===== src/rtl/laser_link_bridge_pkg.sv =====
// Shared types and constants for the FTDI<->laser link bridge.
package laser_link_pkg;

    typedef enum logic [1:0] {
        LLB_MODE_IDLE  = 2'b00,
        LLB_MODE_ECHO  = 2'b01,
        LLB_MODE_LASER = 2'b10,
        LLB_MODE_RSVD  = 2'b11
    } llb_mode_t;

    typedef logic [1:0] llb_state_t;

    localparam llb_state_t LLB_ST_IDLE    = 2'd0;
    localparam llb_state_t LLB_ST_CAPTURE = 2'd1;
    localparam llb_state_t LLB_ST_ECHO_WR = 2'd2;
    localparam llb_state_t LLB_ST_TX_SEND = 2'd3;

    // Only ECHO and LASER fetch host bytes; the reserved code behaves as IDLE.
    function automatic logic mode_fetches(input logic [1:0] m);
        return (m == LLB_MODE_ECHO) || (m == LLB_MODE_LASER);
    endfunction

endpackage


===== src/rtl/laser_link_bridge_if.sv =====
// FTDI queue and laser transmitter/receiver signals seen by the bridge.
interface laser_link_bridge_if #(
    parameter int DATA_W = 8
);
    logic              rdq_empty;
    logic [DATA_W-1:0] data_rd;
    logic              rdreq;
    logic              wrq_full;
    logic              wrreq;
    logic [DATA_W-1:0] data_wr;
    logic              tx_valid;
    logic [DATA_W-1:0] tx_data;
    logic              tx_ready;
    logic              rx_valid;
    logic [DATA_W-1:0] rx_data;

    modport master (
        input  rdq_empty, data_rd, wrq_full, tx_ready, rx_valid, rx_data,
        output rdreq, wrreq, data_wr, tx_valid, tx_data
    );

    modport slave (
        output rdq_empty, data_rd, wrq_full, tx_ready, rx_valid, rx_data,
        input  rdreq, wrreq, data_wr, tx_valid, tx_data
    );
endinterface


===== src/rtl/laser_link_bridge_rx_fifo.sv =====
// Show-ahead synchronous FIFO buffering laser-received bytes for the FTDI write queue.
module llb_rx_fifo #(
    parameter int DATA_W = 8,
    parameter int DEPTH  = 4
) (
    input  logic              clock,
    input  logic              reset,
    input  logic              push,
    input  logic [DATA_W-1:0] push_data,
    input  logic              pop,
    output logic              full,
    output logic              empty,
    output logic [DATA_W-1:0] head
);
    localparam int AW = $clog2(DEPTH);

    logic [AW:0]       wr_ptr;
    logic [AW:0]       rd_ptr;
    logic [DATA_W-1:0] mem [DEPTH];

    always_ff @(posedge clock) begin
        if (reset) begin
            wr_ptr <= '0;
            rd_ptr <= '0;
        end else begin
            if (push) wr_ptr <= wr_ptr + 1'b1;
            if (pop)  rd_ptr <= rd_ptr + 1'b1;
        end
    end

    always_ff @(posedge clock) begin
        if (push) mem[wr_ptr[AW-1:0]] <= push_data;
    end

    // The extra pointer bit distinguishes a full ring from an empty one.
    assign full  = (wr_ptr[AW] != rd_ptr[AW]) && (wr_ptr[AW-1:0] == rd_ptr[AW-1:0]);
    assign empty = (wr_ptr == rd_ptr);
    assign head  = mem[rd_ptr[AW-1:0]];

endmodule


===== src/rtl/laser_link_bridge.sv =====
// FTDI<->laser datapath controller: host-byte FSM, RX buffering, write-queue arbiter, status.
// Optional statistics counters are built when LLB_STATS_EN is defined.
module laser_link_bridge
    import laser_link_pkg::*;
#(
    parameter int DATA_W        = 8,
    parameter int RX_FIFO_DEPTH = 4,
    parameter int DROP_CNT_W    = 8,
    parameter int STAT_W        = 16
) (
    input  logic                  clock,
    input  logic                  reset,
    input  logic                  en,
    input  logic [1:0]            mode,
    laser_link_bridge_if.master   bus,
    output logic [DATA_W-1:0]     last_rx,
    output logic [DATA_W-1:0]     last_tx,
    output logic                  rx_overflow,
    output logic [DROP_CNT_W-1:0] rx_drops,
    output logic [STAT_W-1:0]     tx_count,
    output logic [STAT_W-1:0]     rx_count
);
    llb_state_t        state;
    logic [1:0]        mode_q;
    logic [DATA_W-1:0] byte_q;

    logic              fifo_push;
    logic              fifo_pop;
    logic              fifo_full;
    logic              fifo_empty;
    logic [DATA_W-1:0] fifo_head;
    logic              rx_drop;
    logic              fetch;
    logic              echo_wr;
    logic              tx_xfer;

    llb_rx_fifo #(
        .DATA_W (DATA_W),
        .DEPTH  (RX_FIFO_DEPTH)
    ) u_rx_fifo (
        .clock     (clock),
        .reset     (reset),
        .push      (fifo_push),
        .push_data (bus.rx_data),
        .pop       (fifo_pop),
        .full      (fifo_full),
        .empty     (fifo_empty),
        .head      (fifo_head)
    );

    // Full is judged before any same-cycle pop, so a strobe into a full FIFO is always a drop.
    assign fifo_push = bus.rx_valid && !fifo_full;
    assign rx_drop   = bus.rx_valid && fifo_full;

    // Buffered RX data owns the write queue; the echo byte only goes once the FIFO is drained.
    assign fifo_pop = !fifo_empty && !bus.wrq_full;
    assign echo_wr  = (state == LLB_ST_ECHO_WR) && fifo_empty && !bus.wrq_full;

    assign fetch   = !reset && (state == LLB_ST_IDLE) && en && mode_fetches(mode) && !bus.rdq_empty;
    assign tx_xfer = (state == LLB_ST_TX_SEND) && bus.tx_ready;

    assign bus.rdreq    = fetch;
    assign bus.wrreq    = fifo_pop || echo_wr;
    assign bus.data_wr  = fifo_pop ? fifo_head : (echo_wr ? byte_q : '0);
    assign bus.tx_valid = (state == LLB_ST_TX_SEND);
    assign bus.tx_data  = (state == LLB_ST_TX_SEND) ? byte_q : '0;

    always_ff @(posedge clock) begin
        if (reset) begin
            state   <= LLB_ST_IDLE;
            mode_q  <= LLB_MODE_IDLE;
            last_tx <= '0;
        end else begin
            case (state)
                LLB_ST_IDLE: begin
                    if (fetch) begin
                        mode_q <= mode;
                        state  <= LLB_ST_CAPTURE;
                    end
                end
                LLB_ST_CAPTURE: begin
                    state <= (mode_q == LLB_MODE_ECHO) ? LLB_ST_ECHO_WR : LLB_ST_TX_SEND;
                end
                LLB_ST_ECHO_WR: begin
                    if (echo_wr) state <= LLB_ST_IDLE;
                end
                LLB_ST_TX_SEND: begin
                    if (tx_xfer) begin
                        last_tx <= byte_q;
                        state   <= LLB_ST_IDLE;
                    end
                end
                default: state <= LLB_ST_IDLE;
            endcase
        end
    end

    always_ff @(posedge clock) begin
        if (state == LLB_ST_CAPTURE) byte_q <= bus.data_rd;
    end

    always_ff @(posedge clock) begin
        if (reset) begin
            last_rx     <= '0;
            rx_overflow <= 1'b0;
            rx_drops    <= '0;
        end else begin
            if (fifo_push) last_rx <= bus.rx_data;
            if (rx_drop) begin
                rx_overflow <= 1'b1;
                if (rx_drops != {DROP_CNT_W{1'b1}}) rx_drops <= rx_drops + 1'b1;
            end
        end
    end

`ifdef LLB_STATS_EN
    logic [STAT_W-1:0] tx_cnt_q;
    logic [STAT_W-1:0] rx_cnt_q;

    always_ff @(posedge clock) begin
        if (reset) begin
            tx_cnt_q <= '0;
            rx_cnt_q <= '0;
        end else begin
            if (tx_xfer)   tx_cnt_q <= tx_cnt_q + 1'b1;
            if (fifo_push) rx_cnt_q <= rx_cnt_q + 1'b1;
        end
    end

    assign tx_count = tx_cnt_q;
    assign rx_count = rx_cnt_q;
`else
    assign tx_count = '0;
    assign rx_count = '0;
`endif

endmodule

===== src/flat_wrapper.sv =====
// flat-port wrapper written by rule: the top's interface ports become plain ports
module laser_link_bridge_flat import laser_link_pkg::*;
#(
    parameter int DATA_W        = 8,
    parameter int RX_FIFO_DEPTH = 4,
    parameter int DROP_CNT_W    = 8,
    parameter int STAT_W        = 16
)
  (clock, reset, en, mode, last_rx, last_tx, rx_overflow, rx_drops, tx_count, rx_count, bus_rdq_empty, bus_data_rd, bus_wrq_full, bus_tx_ready, bus_rx_valid, bus_rx_data, bus_rdreq, bus_wrreq, bus_data_wr, bus_tx_valid, bus_tx_data);
  laser_link_bridge_if #(.DATA_W(DATA_W)) bus_i ();
  input  logic clock;
  input  logic reset;
  input  logic en;
  input  logic [1:0] mode;
  output logic [DATA_W-1:0] last_rx;
  output logic [DATA_W-1:0] last_tx;
  output logic rx_overflow;
  output logic [DROP_CNT_W-1:0] rx_drops;
  output logic [STAT_W-1:0] tx_count;
  output logic [STAT_W-1:0] rx_count;
  input wire logic [$bits(bus_i.rdq_empty)-1:0] bus_rdq_empty;
  input wire logic [$bits(bus_i.data_rd)-1:0] bus_data_rd;
  input wire logic [$bits(bus_i.wrq_full)-1:0] bus_wrq_full;
  input wire logic [$bits(bus_i.tx_ready)-1:0] bus_tx_ready;
  input wire logic [$bits(bus_i.rx_valid)-1:0] bus_rx_valid;
  input wire logic [$bits(bus_i.rx_data)-1:0] bus_rx_data;
  output wire logic [$bits(bus_i.rdreq)-1:0] bus_rdreq;
  output wire logic [$bits(bus_i.wrreq)-1:0] bus_wrreq;
  output wire logic [$bits(bus_i.data_wr)-1:0] bus_data_wr;
  output wire logic [$bits(bus_i.tx_valid)-1:0] bus_tx_valid;
  output wire logic [$bits(bus_i.tx_data)-1:0] bus_tx_data;
  assign bus_i.rdq_empty = bus_rdq_empty;
  assign bus_i.data_rd = bus_data_rd;
  assign bus_i.wrq_full = bus_wrq_full;
  assign bus_i.tx_ready = bus_tx_ready;
  assign bus_i.rx_valid = bus_rx_valid;
  assign bus_i.rx_data = bus_rx_data;
  assign bus_rdreq = bus_i.rdreq;
  assign bus_wrreq = bus_i.wrreq;
  assign bus_data_wr = bus_i.data_wr;
  assign bus_tx_valid = bus_i.tx_valid;
  assign bus_tx_data = bus_i.tx_data;
  laser_link_bridge #(.DATA_W(DATA_W), .RX_FIFO_DEPTH(RX_FIFO_DEPTH), .DROP_CNT_W(DROP_CNT_W), .STAT_W(STAT_W)) u_core (.clock(clock), .reset(reset), .en(en), .mode(mode), .bus(bus_i), .last_rx(last_rx), .last_tx(last_tx), .rx_overflow(rx_overflow), .rx_drops(rx_drops), .tx_count(tx_count), .rx_count(rx_count));
endmodule

===== config.mk =====
export PLATFORM = sky130hd
export DESIGN_NAME = laser_link_bridge_flat
export DESIGN_NICKNAME = d
export VERILOG_FILES = /design/src/rtl/laser_link_bridge_pkg.sv /design/src/rtl/laser_link_bridge_if.sv /design/src/rtl/laser_link_bridge_rx_fifo.sv /design/src/rtl/laser_link_bridge.sv /design/src/flat_wrapper.sv
export SDC_FILE = /design/constraint.sdc
export NUM_CORES = 1
export LEC_CHECK = 0
export ABC_CLOCK_PERIOD_IN_PS = 1900
export CORE_MARGIN = 1
export CORE_UTILIZATION = 30
export CTS_BUF_LIST = sky130_fd_sc_hd__clkbuf_4
export CTS_CLUSTER_DIAMETER = 200
export CTS_CLUSTER_SIZE = 40
export DETAILED_ROUTE_END_ITERATION = 6
export SYNTH_ARGS = -nofsm -noshare
export SYNTH_HDL_FRONTEND = slang
export SYNTH_SLANG_ARGS = --single-unit
export TNS_END_PERCENT = 100

===== constraint.sdc =====
create_clock -name clock -period 1.9 [get_ports clock]
set_input_delay 0.285 -clock clock [delete_from_list [all_inputs] [get_ports clock]]
set_output_delay 0.285 -clock clock [all_outputs]
set_load 0.05 [all_outputs]

==> out/qor.yml, run 1 <==
outcome: "finished, violations left"
violations: "negative setup slack"
slew_headroom: 0.617
worstPathMaxFanout: 8
routed_wl_um: 7450
clk_pin_slew_ns: 0.14
final_common_cell: "edfxtp_1"
drv_slew: 0
worstMarginPinSlew_ns: 0.571
ir_drop_v: 0.000351
die_width_um: 109
cts_root_buffer: "clkbuf_4"
via_per_inst: 4.49
min_path_type: "in2reg"
cp_slowest_stage_delay_ns: 0.52
fin_area_um2: 4820
synth_compound_area_frac: 0.0685
fmax_ghz: 0.472
crit_required_ns: 1.62
route.detailed.drc: 0
regToRegSetupSlack_ns: 0.11
rsz0062_at_grt: "yes"
avgRoutedWirePerCell_um: 14.4
critical_path_class: "reg2out"
setup_violations: 9
period_needed_ns: 2.12
ys_ff_latch: 77
areaGrowthSynthToFinish_pct: 41.1
cts_buffers: 9
placedInstanceArea_um2: 4500
dieArea_um2: 11800
core-area_um2: 11000
initial_core_util: 0.311
track_usage: 0.132
synth_area_leaders: "edfxtp_1, dfxtp_1, buf_4"
fillCellCount: 1017
antenna_cells: 0
vias: 2321
skew_ns: 0.0225
cts.htree.levels: 3
gp_congestion: 0.755
synth_cells: 272
grt_pass1_vias: 2217
avgSynthCellArea_um2: 12.6
worstHoldStart: "bus_data_rd[4]"
whs_endpoint: "u_core.byte_q[4]$_DFFE_PP_"
postRouteAntennaNets: 0
drt_iter0_markers: 77
powerDensity_nw_per_um2: 843
mostFrequentLayoutCells: "edfxtp_1, conb_1, buf_4"
p_leak_nw: 2.15
synth_top_family_by_area: "multiplexers"
reg2reg_to: "u_core.rx_drops[5]$_SDFFE_PP0P_"
grt_overflow_total: 0
synthMuxAreaShare: 0.115
antenna_found_initial: 0
async_flop_share: 0
ys_seq_area_frac: 0.568
hold_path_depth: 1
drive_gt1_frac: 0.279
cts.path.max_buffers: 2
cts.sinks: 77
setup_tns_ns: -1.59
cts_tree: "done"
dpl.hpwl_um: 5500
synth_top_area_frac: 0.352
r2r_cells: 5
synth.distinct_cells: 47
io_buffers: 68
die_y_um: 109
cp_common_cell: "buf_12"
cp_slowest_cell: "mux4_2"
synth_xor_area_frac: 0.0223
syn_area_um2: 3420
cts_hold_buf: 0
timing.rr.start: "u_core.u_rx_fifo.wr_ptr[0]$_SDFFE_PP0P_"
max_cap_violations: 0
fin_crit_sh: 1.11
clock_latency_ns: 0.42
drtPass1Iterations: 4
endpoint_kind: "output port"
grt_pass1_wl_um: 11400
crit_chain: "buf_12, mux4_2, a22o_1, buf_12"
synth_edf_count: 40
synthAdderAreaFrac: 0.0220
grt_max_degree: 35
setup_ws_ns: -0.216
hold_viol_final: 0
ys.flop_type: "edfxtp_1"
ys_warn_count: 0
layout.nets: 403
synth-simple-area-share: 0.111
arrival_ns: 1.83
num_rows: 38
pin_count: 101
crit_path_start_kind: "flop"
yosysTopAreaCell: "edfxtp_1"
[worst max path at each step]
stage | from | endpoint | slack [ns] | cells after the start
2_1_floorplan | u_core.rx_drops[4]$_SDFFE_PP0P_ | u_core.rx_drops[6]$_SDFFE_PP0P_ | 0.007 | 3
3_3_place_gp | reset | bus_rdreq | -0.07 | 4
3_5_place_dp | en | bus_rdreq | -0.08 | 4
4_1_cts | flop | bus_data_wr[7] | -0.26 | 4
5_1_grt | flop | bus_data_wr[6] | -0.32 | 4
6_report | flop | bus_data_wr[5] | -0.22 | 4
[report_power, final]
group	total (W)	internal, W	switching (W)
sequential	0.00189	0.00183	0.0000584
combinational	0.00112	0.000507	0.000616
clock	0.00105	0.000431	0.000622
total	0.00406	0.00277	0.00130
[cell families (layout without fill, tap and decap cells)]
kind of cell	count (synthesis)	after routing
flops	77	77
simple gates	71	71
buf+inv	50	124
compound gates	31	31
mux	29	29
xor+xnor	7	7
fa+ha+maj	6	6
other cells	1	32
[per-stage QoR]
stage / power [W] / std cells / setup WS [ns] / hold slack (ns) / utilization
floorplan: 0.00261 / 303 / 0.00715 / 0.381 / -
global placement: 0.00299 / 492 / -0.0669 / 0.440 / 0.409
detailed placement: 0.00300 / 492 / -0.0751 / 0.436 / 0.409
CTS: 0.00409 / 513 / -0.261 / 0.387 / 0.428
global route: 0.00427 / 517 / -0.317 / 0.363 / 0.439
finish: 0.00406 / 517 / -0.216 / 0.410 / 0.439
[cell type report]
class | instances | area, µm² | share of cell area
flip-flops and latches | 77 | 1960 | 0.407
multi-input cells | 176 | 1350 | 0.280
repair buffers | 102 | 1170 | 0.242
well taps | 140 | 175 | 0.0363
clock buffers | 10 | 75.1 | 0.0156
clock inverters | 6 | 70.1 | 0.0145
inverters | 6 | 22.5 | 0.00467
[cells in the mapped netlist (2+ instances only)]
cell type  count
a21bo_2        2
a21oi_1        8
a22o_1         8
and2_1         6
and3_1         8
buf_2          3
buf_4         33
clkbuf_1       7
dfxtp_1       37
edfxtp_1      40
ha_1           6
inv_1          6
mux2i_1       20
mux4_2         8
nand2_1        8
nand3_1        3
nand3b_1       2
nand4_1        2
nor2_1        26
nor2b_1        2
nor3_2         2
o21ai_0        2
o31ai_1        3
or3_1          2
or4_1          2
xnor2_1        4
xnor2_2        2
[state kept, by name, indices dropped and copies added (netlist names), named ones only]
| signal | cells |
|---|---|
| u_core.u_rx_fifo.rd_ptr | 3 |
| u_core.mode_q | 2 |
| u_core.u_rx_fifo.wr_ptr | 3 |
| u_core.rx_overflow | 1 |
| u_core.u_rx_fifo.mem | 32 |
| u_core.state | 2 |
| u_core.last_rx | 8 |
| u_core.rx_drops | 8 |
| u_core.last_tx | 8 |
| u_core.byte_q | 8 |
[critical path, delay by kind of cell (launching register included)]
| family | cells | cell delay (ns) |
|---|---|---|
| AOI/OAI and AO/OA | 1 | 0.25 |
| buffers and inverters | 2 | 0.29 |
| DFF | 1 | 0.36 |
| muxes | 1 | 0.52 |
[metal layers]
layer	vias to the layer above	routed length, µm	track usage
li1	1127	-	-
met3	12	283	0.0311
met5	-	0	0
met2	77	3810	0.234
met1	1105	3230	0.153
met4	0	129	0.0492
[repair_timing]
action,CTS,global route
pin swaps,7,7
resized for setup,22,26
buffers inserted,5,3
endpoints found under the setup margin,21,28
cloned,0,1
(Power assumes the default switching activity.)
==> run 2, diff against run 1 <==
--- a/config.mk
+++ b/config.mk
@@ -5,13 +5,13 @@
 export SDC_FILE = /design/constraint.sdc
 export NUM_CORES = 1
 export LEC_CHECK = 0
-export ABC_CLOCK_PERIOD_IN_PS = 1900
 export CORE_MARGIN = 1
 export CORE_UTILIZATION = 30
 export CTS_BUF_LIST = sky130_fd_sc_hd__clkbuf_4
 export CTS_CLUSTER_DIAMETER = 200
 export CTS_CLUSTER_SIZE = 40
 export DETAILED_ROUTE_END_ITERATION = 6
+export REMOVE_ABC_BUFFERS = 1
 export SYNTH_ARGS = -nofsm -noshare
 export SYNTH_HDL_FRONTEND = slang
 export SYNTH_SLANG_ARGS = --single-unit
==> constraint.sdc (replaced) <==
create_clock -name clock -period 1.9 [get_ports clock]
set_input_delay 0.57 -clock clock [delete_from_list [all_inputs] [get_ports clock]]
set_output_delay 0.57 -clock clock [all_outputs]
set_load 0.05 [all_outputs]
==> run 2 against run 1 <==
First-iteration DRC count down 44%. Largest power group unchanged. Flip-flop and latch count stayed put. Core utilization increased by 1.6 points. Non-clock buffer count increased by 10. Via count rose by 2.0%. Hold slack improved by 0.062 ns. Critical endpoint is now bus_data_wr[1]. Routed wire length grew 1.5%. The run still ends with negative setup slack left.
==> out/qor.yml, run 2 (same netlist as run 1, synthesis figures left out) <==
areaGrowthSynthToFinish_pct: 46.4
dieArea_um2: 11800
postRouteAntennaNets: 0
drive_gt1_frac: 0.370
drtPass1Iterations: 4
crit_chain: "buf_6, mux4_2, a22o_1, buf_12"
worstPathMaxFanout: 5
cts_tree: "done"
arrival_ns: 1.87
grt_max_degree: 35
grt_overflow_total: 0
hold_viol_final: 0
layout.nets: 413
cts.htree.levels: 3
skew_ns: 0.00935
max_cap_violations: 0
cp_slowest_cell: "mux4_2"
largest_reg_flops: 32
route.detailed.drc: 0
endpoint_kind: "output port"
p_sw_frac: 0.308
num_rows: 38
cp_slowest_stage_delay_ns: 0.55
cts_buffers: 9
p_leak_nw: 1.99
ir_drop_v: 0.000427
dp_cells: 501
pwr-share-seq: 0.442
crit_required_ns: 1.33
fin_cells: 527
setup_ws_ns: -0.536
dpl.hpwl_um: 5490
placedInstanceArea_um2: 4570
gp_congestion: 0.731
worst_hold_slack_ns: 0.472
clkPwrFrac: 0.268
via_per_inst: 4.49
grt_pass1_wl_um: 11700
period_needed_ns: 2.44
fin_crit_sh: 1.28
switchingPower_w: 0.00131
cts.sinks: 77
io_buffers: 68
cts_root_buffer: "clkbuf_4"
mostFrequentLayoutCells: "buf_4, edfxtp_1, conb_1"
final_common_cell: "buf_4"
fmax_ghz: 0.411
drt_iter0_markers: 43
antenna_cells: 0
critical_path_class: "reg2out"
internal-power_w: 0.00294
routed_wl_um: 7570
drv_slew: 0
initial_core_util: 0.311
die_width_um: 109
avgRoutedWirePerCell_um: 14.4
fin_area_um2: 5000
outcome: "finished, violations left"
rsz0062_at_grt: "yes"
core-area_um2: 11000
powerDensity_nw_per_um2: 849
grt_pass1_vias: 2220
pin_count: 101
violations: "negative setup slack"
die_y_um: 109
clk_pin_slew_ns: 0.13
track_usage: 0.135
cts.path.max_buffers: 2
setup_violations: 20
finish.utilization: 0.455
crit_path_start_kind: "flop"
power_frac_comb: 0.290
antenna_found_initial: 0
min_path_type: "reg2reg"
clock_latency_ns: 0.42
vias: 2368
run 2: layout make-up:
cell class	instances	area [µm²]
tap	140	175
sequential	77	1960
timing repair buffer	112	1290
clock buffer	9	67.6
multi-input combinational	176	1380
clock inverter	7	98.8
inverter	6	22.5
fill	1009	5980
run 2: worst paths after layout:
path	start	end	slack, ns	depth (start not counted)
setup reg to reg	u_core.u_rx_fifo.wr_ptr[1]$_SDFFE_PP0P_	u_core.rx_drops[5]$_SDFFE_PP0P_	-0.02	7
setup / recovery	flop	bus_data_wr[1]	-0.54	4
hold / removal	u_core.rx_overflow$_SDFFE_PP0P_	u_core.rx_overflow$_SDFFE_PP0P_	0.47	2
hold reg to reg	u_core.rx_overflow$_SDFFE_PP0P_	u_core.rx_overflow$_SDFFE_PP0P_	0.47	2
run 2: per-stage QoR:
step / setup slack, ns / total power, W / setup TNS [ns]
3_3_place_gp: -0.677 / 0.00304 / -14.11
2_1_floorplan: -0.482 / 0.00253 / -5.53
3_5_place_dp: -0.702 / 0.00305 / -14.48
4_1_cts: -0.565 / 0.00426 / -5.00
5_1_grt: -0.623 / 0.00443 / -7.57
6_report: -0.536 / 0.00424 / -5.91
run 2: critical path, delay by kind of cell, from the launching register on:
kind	cells	cell delay, ns
muxes	1	0.55
DFF	1	0.37
AOI/OAI and AO/OA	1	0.24
buffers and inverters	2	0.30
run 2: power by group through the flow:
stage	Clock [W]	Sequential [W]	Combinational [W]
finish	0.00114	0.00187	0.00123
global route	0.00125	0.00188	0.00130
CTS	0.00118	0.00188	0.00120
detailed placement	0	0.00190	0.00115
global placement	0	0.00190	0.00114
floorplan	0	0.00197	0.000564
run 2: timing repair:
item | 4_1_cts | 5_1_grt
pin swaps | 9 | 8
resized for setup | 34 | 15
cloned | 0 | 1
endpoints found under the hold margin | 0 | 0
setup buffers | 4 | 8
endpoints found under the setup margin | 20 | 20
hold buffers | 0 | 0
run 2: metal layers:
| layer | routed length [µm] | GRT usage | up-vias | part of all wire |
|---|---|---|---|---|
| met1 | 3320 | 0.167 | 1123 | 0.44 |
| met2 | 3750 | 0.223 | 91 | 0.50 |
| met3 | 400 | 0.0389 | 8 | 0.053 |
| li1 | - | - | 1146 | - |
| met5 | 0 | 0 | - | 0 |
| met4 | 99 | 0.0512 | 0 | 0.013 |
==> run 3, diff against run 2 <==
--- a/config.mk
+++ b/config.mk
@@ -6,9 +6,9 @@
 export NUM_CORES = 1
 export LEC_CHECK = 0
 export CORE_MARGIN = 1
-export CORE_UTILIZATION = 30
+export CORE_UTILIZATION = 25
 export CTS_BUF_LIST = sky130_fd_sc_hd__clkbuf_4
-export CTS_CLUSTER_DIAMETER = 200
+export CTS_CLUSTER_DIAMETER = 50
 export CTS_CLUSTER_SIZE = 40
 export DETAILED_ROUTE_END_ITERATION = 6
 export REMOVE_ABC_BUFFERS = 1
==> run 3 against run 2 <==
Largest cell class unchanged. Critical path type unchanged. Global-route usage shrank 1.3 points. The flow still finishes with violations (negative setup slack). Via count grew 0.13%. Cell count grew 6.8%.
==> out/qor.yml, run 3 (same netlist as run 1, synthesis figures left out) <==
clk_pin_slew_ns: 0.13
power_w: 0.00414
worstPathMaxFanout: 8
ir_drop_v: 0.000380
cts.sinks: 77
drtPass1Iterations: 4
largest_reg_flops: 32
route.detailed.drc: 0
drive_gt1_frac: 0.388
powerDensity_nw_per_um2: 819
internal-power_w: 0.00282
clkPwrFrac: 0.252
cts_hold_buf: 0
wl_met1_um: 3420
period_needed_ns: 2.43
wl_met3_um: 348
die_y_um: 119
vias: 2371
wl_met2_um: 4260
via_per_inst: 4.21
cts_buffers: 9
hold_viol_final: 0
final_common_cell: "buf_4"
pwr-share-seq: 0.453
cts.htree.levels: 3
dpl.hpwl_um: 5930
min_path_type: "reg2reg"
skew_ns: 0.0154
worst_hold_slack_ns: 0.465
outcome: "finished, violations left"
mostFrequentLayoutCells: "buf_4, edfxtp_1, conb_1"
grt_pass1_wl_um: 12900
routed_wl_um: 8110
power_frac_comb: 0.295
num_rows: 42
grt_pass1_vias: 2416
die_width_um: 119
track_usage: 0.122
avgRoutedWirePerCell_um: 14.4
antenna_cells: 0
critical_path_class: "reg2out"
dieArea_um2: 14100
gp_congestion: 0.778
finish.utilization: 0.380
max_cap_violations: 0
switchingPower_w: 0.00132
layout.nets: 413
dr.max_layer_used: "met4"
fmax_ghz: 0.412
dp_cells: 540
crit_path_start_kind: "flop"
cts_root_buffer: "clkbuf_4"
drv_slew: 0
fillCellCount: 1299
grt_max_degree: 35
preCtsSetupSlack_ns: -0.739
endpoint_kind: "output port"
rsz0062_at_grt: "yes"
setup_violations: 14
p_sw_frac: 0.319
io_buffers: 68
postRouteAntennaNets: 0
core-area_um2: 13300
initial_core_util: 0.257
cts.path.max_buffers: 2
arrival_ns: 1.86
clock_latency_ns: 0.43
violations: "negative setup slack"
crit_required_ns: 1.33
grt_overflow_total: 0
fin_crit_sh: 1.28
p_leak_nw: 1.99
cts_tree: "done"
drt_iter0_markers: 82
fin_cells: 563
antenna_found_initial: 0
pin_count: 101
setup_ws_ns: -0.530
areaGrowthSynthToFinish_pct: 47.9
-- run 3: critical path, cell delays in order, from the launching register on --
cell,delay [ns]
dfxtp_2,0.36
buf_12,0.14
mux4_2,0.53
a22o_4,0.25
buf_12,0.15
-- run 3: layout make-up --
| type | instances | area, µm² | area share |
|---|---|---|---|
| clock buffer | 10 | 75.1 | 0.0149 |
| clock inverter | 6 | 71.3 | 0.0141 |
| inverter | 6 | 22.5 | 0.00446 |
| multi-input combinational | 176 | 1420 | 0.282 |
| sequential | 77 | 1960 | 0.388 |
| tap | 176 | 220 | 0.0436 |
| timing repair buffer | 112 | 1280 | 0.254 |
-- run 3: per-layer routing --
layer	track usage	vias up
li1	-	1149
met1	0.139	1138
met2	0.216	79
met3	0.0345	5
met4	0.0411	0
met5	0	-
-- run 3: power by group through the flow --
stage	combinational [W]	sequential, W	clock [W]
6_report	0.00122	0.00187	0.00104
5_1_grt	0.00129	0.00188	0.00116
4_1_cts	0.00123	0.00187	0.00109
3_5_place_dp	0.00117	0.00191	0
3_3_place_gp	0.00115	0.00191	0
2_1_floorplan	0.000564	0.00197	0
-- run 3: stage by stage --
step / TNS, ns / area (µm²)
after floorplan: -5.53 / 3240
after detailed placement: -15.04 / 4660
after CTS: -5.66 / 4980
final: -4.95 / 5050
after global placement: -13.82 / 4660
after global routing: -6.36 / 5050
-- run 3: path summary, 6_finish.rpt --
path | depth (start not counted) | endpoint | from | slack [ns]
worst min-delay path | 2 | u_core.rx_overflow$_SDFFE_PP0P_ | u_core.rx_overflow$_SDFFE_PP0P_ | 0.46
worst max register to register | 8 | u_core.u_rx_fifo.mem[1][3]$_DFFE_PP_ | u_core.u_rx_fifo.rd_ptr[1]$_SDFFE_PP0P_ | 0.07
worst max-delay path | 4 | bus_data_wr[2] | flop | -0.53
worst min register to register | 2 | u_core.rx_overflow$_SDFFE_PP0P_ | u_core.rx_overflow$_SDFFE_PP0P_ | 0.46
-- run 3: repair_timing --
item	4_1_cts	5_1_grt
gates resized for setup	37	13
setup buffers	8	6
setup endpoints to repair	21	62
pin swaps	13	10
